**config.mk**
```make
export PLATFORM = sky130hd
export DESIGN_NAME = spi_slave_shift_engine
export DESIGN_NICKNAME = d
export VERILOG_FILES = /design/src/rtl/spi_slave_pkg.sv /design/src/rtl/spi_slave_sync_edge.sv /design/src/rtl/spi_slave_shift_engine.sv
export SDC_FILE = /design/constraint.sdc
export NUM_CORES = 1
export LEC_CHECK = 0
export CORE_MARGIN = 2
export CORE_UTILIZATION = 40
export CTS_BUF_LIST = sky130_fd_sc_hd__clkbuf_4 sky130_fd_sc_hd__clkbuf_8
export DETAILED_ROUTE_END_ITERATION = 12
export PLACE_DENSITY_LB_ADDON = 0.15
export SYNTH_ARGS = -nofsm -noshare
export SYNTH_HDL_FRONTEND = slang
export SYNTH_SLANG_ARGS = --single-unit
```
**constraint.sdc**
```tcl
create_clock -name pclk -period 1.9 [get_ports pclk]
set_clock_uncertainty 0.05 [all_clocks]
set_input_delay 0.38 -clock pclk [delete_from_list [all_inputs] [get_ports pclk]]
set_output_delay 0.38 -clock pclk [all_outputs]
set_load 0.01 [all_outputs]
```
**src/rtl/spi_slave_pkg.sv**
```systemverilog
// Shared types and constants for the SPI slave shift engine.
`timescale 1ns/1ps
package spi_slave_pkg;

    typedef enum logic {
        IDLE,
        ACTIVE
    } spi_slv_state_e;

    typedef struct packed {
        logic cpol;
        logic cpha;
    } spi_mode_t;

    localparam int SYNC_STAGES = 2;

endpackage

```
**src/rtl/spi_slave_sync_edge.sv**
```systemverilog
// Two-flop synchronizer plus an edge flop; reports level, rise and fall of an async pin.
`timescale 1ns/1ps
module spi_slave_sync_edge
    import spi_slave_pkg::*;
#(
    parameter logic RESET_VAL = 1'b0
) (
    input  logic clk_i,
    input  logic rst_ni,
    input  logic d_i,
    output logic level_o,
    output logic rise_o,
    output logic fall_o
);

    logic [SYNC_STAGES-1:0] sync_q;
    logic                   edge_q;

    always_ff @(posedge clk_i or negedge rst_ni) begin
        if (!rst_ni) begin
            sync_q <= {SYNC_STAGES{RESET_VAL}};
            edge_q <= RESET_VAL;
        end else begin
            sync_q <= {sync_q[SYNC_STAGES-2:0], d_i};
            edge_q <= sync_q[SYNC_STAGES-1];
        end
    end

    assign level_o = sync_q[SYNC_STAGES-1];
    assign rise_o  = level_o & ~edge_q;
    assign fall_o  = ~level_o & edge_q;

endmodule

```
**src/rtl/spi_slave_shift_engine.sv**
```systemverilog
// SPI slave serial engine, all CPOL/CPHA modes, MSB/LSB first, oversampled on pclk.
// Optional feature: define SPI_SLAVE_OVERRUN_DET_EN to add the sticky rx_overrun flag.
`timescale 1ns/1ps
module spi_slave_shift_engine
    import spi_slave_pkg::*;
#(
    parameter int                    DATA_WIDTH = 8,
    parameter logic [DATA_WIDTH-1:0] IDLE_WORD  = '0
) (
    input  logic                  pclk,
    input  logic                  areset,
    input  logic                  cpol,
    input  logic                  cpha,
    input  logic                  lsb_first,
    input  logic                  sclk,
    input  logic                  cs_n,
    input  logic                  mosi,
    output logic                  miso,
    output logic                  miso_oe,
    input  logic [DATA_WIDTH-1:0] tx_data,
    input  logic                  tx_valid,
    output logic                  tx_ready,
    output logic [DATA_WIDTH-1:0] rx_data,
    output logic                  rx_valid,
    input  logic                  rx_ready,
    output logic                  tx_underrun,
    output logic                  abort,
`ifdef SPI_SLAVE_OVERRUN_DET_EN
    output logic                  rx_overrun,
`endif
    output logic                  busy
);

    localparam int CNT_W = $clog2(DATA_WIDTH + 1);

    function automatic logic head_bit(input logic [DATA_WIDTH-1:0] w, input logic lsb);
        return lsb ? w[0] : w[DATA_WIDTH-1];
    endfunction

    function automatic logic [DATA_WIDTH-1:0] advance(input logic [DATA_WIDTH-1:0] w, input logic lsb);
        return lsb ? (w >> 1) : (w << 1);
    endfunction

    spi_mode_t              mode;
    spi_slv_state_e         state_q;
    logic [CNT_W-1:0]       cnt_q;
    logic [DATA_WIDTH-1:0]  txsh_q, rxsh_q, txbuf_q, rx_data_q, load_word, rx_shift_d;
    logic [SYNC_STAGES-1:0] mosi_q;
    logic                   txfull_q, rx_valid_q, miso_q, miso_oe_q, abort_q, underrun_q;
    logic                   sclk_lvl, sclk_rise, sclk_fall, cs_lvl, cs_rise, cs_fall;
    logic                   sclk_edge, lead, trail, sample_edge, shift_edge;
    logic                   complete, load, push, pop, keep_old, mosi_s;

    assign mode = '{cpol: cpol, cpha: cpha};

    spi_slave_sync_edge #(.RESET_VAL(1'b0)) u_sclk_sync (
        .clk_i(pclk), .rst_ni(areset), .d_i(sclk),
        .level_o(sclk_lvl), .rise_o(sclk_rise), .fall_o(sclk_fall)
    );

    spi_slave_sync_edge #(.RESET_VAL(1'b1)) u_cs_sync (
        .clk_i(pclk), .rst_ni(areset), .d_i(cs_n),
        .level_o(cs_lvl), .rise_o(cs_rise), .fall_o(cs_fall)
    );

    always_ff @(posedge pclk or negedge areset) begin
        if (!areset) mosi_q <= '0;
        else         mosi_q <= {mosi_q[SYNC_STAGES-2:0], mosi};
    end
    assign mosi_s = mosi_q[SYNC_STAGES-1];

    // sclk edges only count while the synchronized select is low
    assign sclk_edge   = ~cs_lvl & (sclk_rise | sclk_fall);
    assign lead        = sclk_edge & (sclk_lvl != mode.cpol);
    assign trail       = sclk_edge & (sclk_lvl == mode.cpol);
    assign sample_edge = mode.cpha ? trail : lead;
    assign shift_edge  = mode.cpha ? lead : trail;

    assign complete   = (state_q == ACTIVE) & ~cs_rise & sample_edge &
                        (cnt_q == CNT_W'(DATA_WIDTH - 1));
    assign load       = ((state_q == IDLE) & cs_fall) | complete;
    assign load_word  = txfull_q ? txbuf_q : IDLE_WORD;
    assign push       = tx_valid & ~txfull_q;
    assign pop        = rx_valid_q & rx_ready;
    assign rx_shift_d = lsb_first ? {mosi_s, rxsh_q[DATA_WIDTH-1:1]}
                                  : {rxsh_q[DATA_WIDTH-2:0], mosi_s};

`ifdef SPI_SLAVE_OVERRUN_DET_EN
    logic rx_overrun_q;
    assign keep_old   = rx_valid_q & ~rx_ready;
    assign rx_overrun = rx_overrun_q;
`else
    assign keep_old = 1'b0;
`endif

    // A push coinciding with a load from an empty buffer stays in the buffer
    always_ff @(posedge pclk or negedge areset) begin
        if (!areset) begin
            txbuf_q  <= '0;
            txfull_q <= 1'b0;
        end else begin
            if (push) txbuf_q <= tx_data;
            txfull_q <= load ? push : (txfull_q | push);
        end
    end

    always_ff @(posedge pclk or negedge areset) begin
        if (!areset) begin
            state_q    <= IDLE;
            cnt_q      <= '0;
            txsh_q     <= '0;
            rxsh_q     <= '0;
            miso_q     <= 1'b0;
            miso_oe_q  <= 1'b0;
            abort_q    <= 1'b0;
            underrun_q <= 1'b0;
        end else begin
            abort_q    <= 1'b0;
            underrun_q <= load & ~txfull_q;
            case (state_q)
                IDLE: begin
                    if (cs_fall) begin
                        state_q   <= ACTIVE;
                        cnt_q     <= '0;
                        miso_oe_q <= 1'b1;
                        // cpha=0 presents the first bit immediately; cpha=1 waits for the leading edge
                        txsh_q    <= mode.cpha ? load_word : advance(load_word, lsb_first);
                        miso_q    <= mode.cpha ? 1'b0 : head_bit(load_word, lsb_first);
                    end
                end
                ACTIVE: begin
                    if (cs_rise) begin
                        state_q   <= IDLE;
                        abort_q   <= (cnt_q != '0);
                        cnt_q     <= '0;
                        miso_q    <= 1'b0;
                        miso_oe_q <= 1'b0;
                    end else begin
                        if (sample_edge) begin
                            rxsh_q <= rx_shift_d;
                            if (complete) begin
                                cnt_q  <= '0;
                                txsh_q <= load_word;
                            end else begin
                                cnt_q <= cnt_q + CNT_W'(1);
                            end
                        end
                        if (shift_edge) begin
                            miso_q <= head_bit(txsh_q, lsb_first);
                            txsh_q <= advance(txsh_q, lsb_first);
                        end
                    end
                end
            endcase
        end
    end

    always_ff @(posedge pclk or negedge areset) begin
        if (!areset) begin
            rx_data_q  <= '0;
            rx_valid_q <= 1'b0;
`ifdef SPI_SLAVE_OVERRUN_DET_EN
            rx_overrun_q <= 1'b0;
`endif
        end else begin
            if (complete) begin
                rx_valid_q <= 1'b1;
                if (!keep_old) rx_data_q <= rx_shift_d;
            end else if (pop) begin
                rx_valid_q <= 1'b0;
            end
`ifdef SPI_SLAVE_OVERRUN_DET_EN
            rx_overrun_q <= rx_overrun_q | (complete & keep_old);
`endif
        end
    end

    assign miso        = miso_q;
    assign miso_oe     = miso_oe_q;
    assign tx_ready    = ~txfull_q;
    assign rx_data     = rx_data_q;
    assign rx_valid    = rx_valid_q;
    assign tx_underrun = underrun_q;
    assign abort       = abort_q;
    assign busy        = (state_q == ACTIVE);

endmodule

```
Word level (Yosys, flattened, before mapping)

Index checks and enable logic that the tools add are counted.

Register bits: 51
Input bits: 18
Output and inout port bits: 15
Logic and storage cells: 95

Add/subtract/negate cells: 1
Eq/ne operators: 10
Muxes and demuxes: 36
Bitwise operators: 24
Reductions and logical operators: 7

Operator list:

| kind                                           | number |
|---|---|
| two-way mux 8 bit                              | 10 |
| two-way mux 1 bit                              | 17 |
| two-way mux 4 bit                              | 4 |
| case mux 8 bit (2 select lines)                | 1 |
| bitwise AND 1 bit                              | 14 |
| != test 3 x 1 -> 1 bit (second input constant) | 4 |
| case mux 4 bit (2 select lines)                | 1 |
| inverter 1 bit                                 | 7 |
| case mux 1 bit (2 select lines)                | 3 |
| AND reduction 2 bit                            | 3 |
| adder 4 x 1 -> 4 bit (second input constant)   | 1 |
| == test 4 x 3 -> 1 bit (second input constant) | 1 |
| != test 2 bit (second input constant)          | 2 |
| AND reduction 4 bit                            | 1 |
| nonzero test 4 bit                             | 1 |
| bitwise OR 1 bit                               | 3 |
| AND reduction 3 bit                            | 1 |
| != test 2 x 1 -> 1 bit (second input constant) | 1 |
| nonzero test 2 bit                             | 1 |
| == test 1 bit                                  | 1 |
| != test 1 bit                                  | 1 |

Longest topological paths before layout

Word-level depth: 13
Depth in mapped cells: 7
Gate-level depth less buffers: 5

Hierarchy

From an unflattened synthesis, not the netlist that was laid out.

Cell total of the unflattened synthesis: 248
Area, all modules: 2638.8 um2

Modules (own cells, without submodules):

| module                             | instances | cells an instance | area each (um2) | sequential area each (um2) |
|---|---|---|---|---|
| spi_slave_shift_engine             | 1         | 238               | 2454.9          | 1126.1 |
| spi_slave_sync_edge at u_cs_sync   | 1         | 5                 | 93.8            | 78.8 |
| spi_slave_sync_edge at u_sclk_sync | 1         | 5                 | 90.1            | 75.1 |

Worst setup path after synthesis

Ideal clock, no wire load.

Kind: in2reg
Start: in cpha
End: reg txsh_q[5]
Setup time: 0.125 ns
Arrival time: 1.766 ns
Data required time: 1.725 ns
Setup slack: -0.041 ns
Stages: 6
Buffers on the path: 1
Path through: buf_6 xnor2_4 mux2i_1 nor3_4 o21ai_4 mux2_4

Cells in the longest elaborated chain, start to end: 5
Elaborated cells between the ends (all ways): 12
Those cells by class: 2 x eq/ne; 7 x mux; 2 x bitwise; 1 x reduce/logical

RTL lines:

| what                                    | RTL line                      | RTL |
|---|---|---|
| start, declared                         | spi_slave_shift_engine.sv:13  | `input logic cpha,` |
| two-way mux 1 bit                       | spi_slave_shift_engine.sv:76  | `assign sample_edge = mode.cpha ? trail : lead;` |
| bitwise AND 1 bit (2 in a row)          | spi_slave_shift_engine.sv:79  | `assign complete = (state_q == ACTIVE) & ~cs_rise & sample_edge &` |
| != test 3 x 1 -> 1 bit (no source line) | --                            |  |
| AND reduction 4 bit (no source line)    | --                            |  |
| end signal, assigned                    | spi_slave_shift_engine.sv:127 | `txsh_q <= mode.cpha ? load_word : advance(load_word, lsb_first);` |
| end signal, assigned                    | spi_slave_shift_engine.sv:143 | `txsh_q <= load_word;` |
| end signal, assigned                    | spi_slave_shift_engine.sv:150 | `txsh_q <= advance(txsh_q, lsb_first);` |
| end, declared                           | spi_slave_shift_engine.sv:47  | `logic [DATA_WIDTH-1:0] txsh_q, rxsh_q, txbuf_q, rx_data_q, load_word, rx_shift_d;` |

Parallel ways exist; a longest one is shown, timed or not. The select of a mux whose other input is x is not followed.
A chain may end at the register's enable or synchronous reset.

Worst setup path in the final report

Start: reg state_q, in the netlist busy
End: out busy

RTL lines:

| what                   | RTL line                      | RTL |
|---|---|---|
| start, declared        | spi_slave_shift_engine.sv:45  | `spi_slv_state_e state_q;` |
| start signal, assigned | spi_slave_shift_engine.sv:109 | `state_q <= IDLE;` |
| start signal, assigned | spi_slave_shift_engine.sv:123 | `state_q <= ACTIVE;` |
| start signal, assigned | spi_slave_shift_engine.sv:133 | `state_q <= IDLE;` |
| end, declared          | spi_slave_shift_engine.sv:31  | `output logic busy` |

No word-level cell between the ends.

==> metrics.txt <==
# TYPE chip_impl_metric gauge
chip_impl_metric{name="initial_core_util",unit="%"} 40.6
chip_impl_metric{name="clock_tree.htree_level_count",unit=""} 2
chip_impl_info{name="ys_top_cells_by_area",value="sky130_fd_sc_hd__dfrtp_1, sky130_fd_sc_hd__mux2i_1, sky130_fd_sc_hd__mux2_2"} 1
chip_impl_metric{name="core_area",unit="µm²"} 6240
chip_impl_metric{name="synth-edff-count",unit=""} 0
chip_impl_metric{name="num-nets-final",unit=""} 302
chip_impl_metric{name="max_slew.worst_pin.slew",unit="ns"} 0.372
chip_impl_metric{name="final.hold.worst_slack",unit="ns"} 0.00800
chip_impl_metric{name="grt_util_all_layers",unit="%"} 16.0
chip_impl_metric{name="placement.io_buffers",unit=""} 32
chip_impl_metric{name="final_report_hold_violation_count",unit=""} 0
chip_impl_metric{name="ant_nets",unit=""} 0
chip_impl_metric{name="via_count",unit=""} 1827
chip_impl_metric{name="worstPathArrival",unit="ns"} 1.37
chip_impl_metric{name="synthToLayoutAreaGrowth",unit="%"} 27.5
chip_impl_info{name="critical_path.cell_chain",value="buf_4, clkdlybuf4s50_1"} 1
chip_impl_metric{name="detailed_place_hpwl",unit="µm"} 3740
chip_impl_metric{name="grt_max_degree",unit=""} 52
chip_impl_info{name="holdCritPathClass",value="in -> async"} 1
chip_impl_info{name="critPathSlowestCell",value="sky130_fd_sc_hd__clkdlybuf4s50_1"} 1
chip_impl_metric{name="reg2reg_slack",unit="ns"} 0.10
chip_impl_metric{name="preCtsSetupSlack",unit="ns"} -0.460
chip_impl_metric{name="wl_per_cell",unit="µm"} 14.7
chip_impl_info{name="worst_r2r_endpoint",value="txsh_q[6]$_DFFE_PN0P_"} 1
chip_impl_info{name="critical_path.top_delay_family",value="buffers and inverters"} 1
chip_impl_info{name="synth_ff_type",value="sky130_fd_sc_hd__dfrtp_1"} 1
chip_impl_info{name="root_buffer",value="sky130_fd_sc_hd__clkbuf_8"} 1
chip_impl_metric{name="timing.setup.tns",unit="ns"} 0
chip_impl_metric{name="synth-seq-area-share",unit="%"} 50.5
chip_impl_metric{name="cts_buf_count",unit=""} 5
chip_impl_metric{name="cp_max_fo",unit=""} 4
chip_impl_metric{name="max_stage_delay",unit="ns"} 0.52
chip_impl_metric{name="cts.reportedPaths.clkPinSlew",unit="ns"} 0.09
chip_impl_metric{name="post_syn_instances",unit=""} 233
chip_impl_metric{name="synth_fp_nets",unit=""} 253
chip_impl_metric{name="synth_warnings",unit=""} 0
chip_impl_metric{name="sink_count_of_the_clock_tree",unit=""} 51
chip_impl_info{name="synth_top_area_cell",value="sky130_fd_sc_hd__dfrtp_1"} 1
chip_impl_metric{name="multi_input_comb_area",unit="µm²"} 1200
chip_impl_info{name="setup.worst_path.start_class",value="register"} 1
chip_impl_metric{name="final_critical_path_setup_slack",unit="ns"} 0.100
chip_impl_info{name="rr_startpoint",value="u_sclk_sync.sync_q[1]$_DFF_PN0_"} 1
chip_impl_metric{name="antenna_cells",unit=""} 0
chip_impl_metric{name="grt_overflow",unit=""} 0
chip_impl_metric{name="ys_seq_elements",unit=""} 51
chip_impl_metric{name="detailed_route_vias_per_instance",unit=""} 5.09
chip_impl_metric{name="timing_max_transition_violations_final",unit=""} 0
chip_impl_metric{name="synth.cell_area",unit="µm²"} 2540
chip_impl_metric{name="grt_pass1_wl",unit="µm"} 8970
chip_impl_metric{name="drcViolationCount",unit=""} 0
chip_impl_metric{name="crit_buf_inv",unit=""} 2
chip_impl_metric{name="detail_route.wirelength",unit="µm"} 5260
chip_impl_metric{name="filler_cell_count",unit=""} 587
chip_impl_metric{name="static-leakage-power",unit="nW"} 1.48
chip_impl_metric{name="num_io_pins",unit=""} 33
chip_impl_metric{name="fmax",unit="MHz"} 556
chip_impl_metric{name="yosys.area.top_type_share",unit="%"} 47.4
chip_impl_metric{name="drt_iter0_drc",unit=""} 99
chip_impl_metric{name="avgSynthCellArea",unit="µm²"} 10.9
chip_impl_info{name="critical_path_class",value="reg -> out"} 1
chip_impl_metric{name="final-seq-area",unit="µm²"} 1280
chip_impl_metric{name="cap_viol_max_count",unit=""} 0
chip_impl_metric{name="pwr_density_cell",unit="nW/µm²"} 1030
chip_impl_metric{name="number_of_global_route_vias_before_repair",unit=""} 1820
chip_impl_metric{name="gp_congestion",unit=""} 0.786
chip_impl_metric{name="chipWidth",unit="µm"} 83.6
chip_impl_metric{name="yosysUniqueCellTypes",unit=""} 40
chip_impl_metric{name="instances_no_fill",unit=""} 359
chip_impl_metric{name="die_area",unit="µm²"} 6990
chip_impl_info{name="critPathCaptureType",value="output port"} 1
chip_impl_metric{name="max-slew-margin-rel",unit="%"} 75.2
chip_impl_metric{name="finish.utilization",unit="%"} 51.8
chip_impl_metric{name="clockBufferDepth",unit=""} 2
chip_impl_metric{name="die_height",unit="µm"} 83.6
chip_impl_info{name="cts_tree",value="built"} 1
chip_impl_metric{name="post_route_cells_drive_above_1_share",unit="%"} 20.6
chip_impl_metric{name="floorplan.rows",unit=""} 29
chip_impl_metric{name="final.period_utilization",unit="%"} 94.7
chip_impl_metric{name="max-vdd-ir-drop",unit="mV"} 0.473
chip_impl_metric{name="final.min_clock_period",unit="ns"} 1.80
chip_impl_info{name="run_status",value="completed"} 1
chip_impl_metric{name="reg2regPathDepth",unit=""} 6
chip_impl_metric{name="antenna_found_initial",unit=""} 0
chip_impl_metric{name="synth-async-reset-ratio",unit="%"} 100
chip_impl_metric{name="insertion_delay",unit="ns"} 0.30
chip_impl_metric{name="setup-violations-final",unit=""} 0
chip_impl_metric{name="detail_route.first_pass.iterations",unit=""} 4
chip_impl_metric{name="place_inst",unit=""} 350
chip_impl_metric{name="cp_data_required_time",unit="ns"} 1.47
## sequential cells by signal, summed over array words and instances, names as in the netlist
register	count
txfull_q	1
u_sclk_sync.sync_q	2
miso_oe	1
u_sclk_sync.edge_q	1
rx_data	8
txsh_q	8
txbuf_q	8
cnt_q	4
mosi_q	2
abort	1
rx_valid	1
u_cs_sync.edge_q	1
busy	1
rxsh_q	8
miso	1
u_cs_sync.sync_q	2
tx_underrun	1
## kinds of logic (layout without fill, tap and decap cells)
| logic type | count (synthesis) | in the layout | share of synthesized area (%) |
|---|---|---|---|
| compound gates | 56 | 56 | 14.5 |
| xor+xnor | 1 | 1 | 1.09 |
| fa+ha+maj | 2 | 2 | 0.987 |
| buf+inv | 24 | 73 | 4.19 |
| flops | 51 | 51 | 50.5 |
| mux | 42 | 42 | 17.8 |
| simple gates | 57 | 57 | 11.0 |
## worst register-to-register path, delay by kind of cell (launching register included)
family | cells | cell delay, ns
and+or+nand+nor | 1 | 0.15
DFF | 1 | 0.44
buffers and inverters | 1 | 0.16
AOI/OAI and AO/OA | 2 | 0.53
muxes | 2 | 0.39
## worst max-delay path by stage
stage,from,cells past startpoint,slack [ns],endpoint
after detailed placement,cpha,8,-0.46,txsh_q[4]$_DFFE_PN0P_
after floorplan,cpha,6,0.007,txsh_q[5]$_DFFE_PN0P_
after global routing,busy$_DFF_PN0_,7,-0.01,txsh_q[5]$_DFFE_PN0P_
final,busy$_DFF_PN0_,2,0.10,busy
after global placement,cpha,8,-0.45,txsh_q[4]$_DFFE_PN0P_
after CTS,u_sclk_sync.sync_q[1]$_DFF_PN0_,7,0.01,txsh_q[4]$_DFFE_PN0P_
## area by class of cell
cell class / count / area share (%)
tap: 77 / 2.98
timing repair buffer: 55 / 15.7
clock buffer: 6 / 2.36
multi-input combinational: 158 / 37.1
sequential: 51 / 39.6
clock inverter: 1 / 0.928
inverter: 11 / 1.28
## through the flow
| stage | total power [mW] | cell area, µm² |
|---|---|---|
| finish | 3.33 | 3230 |
| global route | 3.55 | 3230 |
| CTS | 3.35 | 3190 |
| detailed placement | 2.58 | 3070 |
| global placement | 2.57 | 3070 |
| floorplan | 2.23 | 2540 |
## synth_stat cells, types with 3 or more instances
cell type / n
sky130_fd_sc_hd__a211oi_1: 4
sky130_fd_sc_hd__a21oi_1: 11
sky130_fd_sc_hd__a31oi_1: 5
sky130_fd_sc_hd__buf_2: 7
sky130_fd_sc_hd__clkbuf_1: 5
sky130_fd_sc_hd__dfrtp_1: 48
sky130_fd_sc_hd__dfstp_2: 3
sky130_fd_sc_hd__inv_1: 11
sky130_fd_sc_hd__mux2_2: 13
sky130_fd_sc_hd__mux2_4: 3
sky130_fd_sc_hd__mux2i_1: 26
sky130_fd_sc_hd__nand2_1: 21
sky130_fd_sc_hd__nand2b_1: 7
sky130_fd_sc_hd__nor2_1: 18
sky130_fd_sc_hd__o21ai_0: 13
sky130_fd_sc_hd__o22ai_1: 4
## cells in the final DEF, fill, tap and decap left out, drive strengths merged, types with 2 or more instances in the layout
cell            n
a22o            2
a21o            2
o21a            2
ha              2
o21ai          16
buf            24
nand2b          7
a21oi          11
nor2           18
inv            11
dfstp           3
clkbuf          6
a31oi           5
nor3b           2
nor2b           2
clkdlybuf4s50  28
nor4bb          2
o22ai           4
dlygate4sd2     3
mux2           16
a211oi          4
nand3           2
o31ai           2
nand2          21
mux2i          26
dfrtp          48
## power by group
part / switching (mW) / internal [mW] / total [mW] / leakage, nW
logic: 0.447 / 0.557 / 1.00 / 0.777
registers: 0.248 / 1.33 / 1.58 / 0.647
clock network: 0.346 / 0.401 / 0.747 / 0.0547
## what timing repair did
action | in CTS | in global routing
gates resized for setup | 6 | 4
setup buffers | 0 | 2
hold buffers | 0 | 0
pin swaps | 1 | 4
setup endpoints to repair | 9 | 19
## layer usage
| metal | wire (µm) | vias to the layer above | share of wire, % | GRT usage [%] |
|---|---|---|---|---|
| met5 | 0 | - | 0 | 0 |
| met4 | 74 | 0 | 1.4 | 4.84 |
| met3 | 199 | 7 | 3.8 | 3.96 |
| met2 | 2380 | 32 | 45 | 24.2 |
| met1 | 2610 | 869 | 50 | 22.8 |
| li1 | - | 919 | - | - |
No activity file was read; power rests on OpenSTA's default activity.
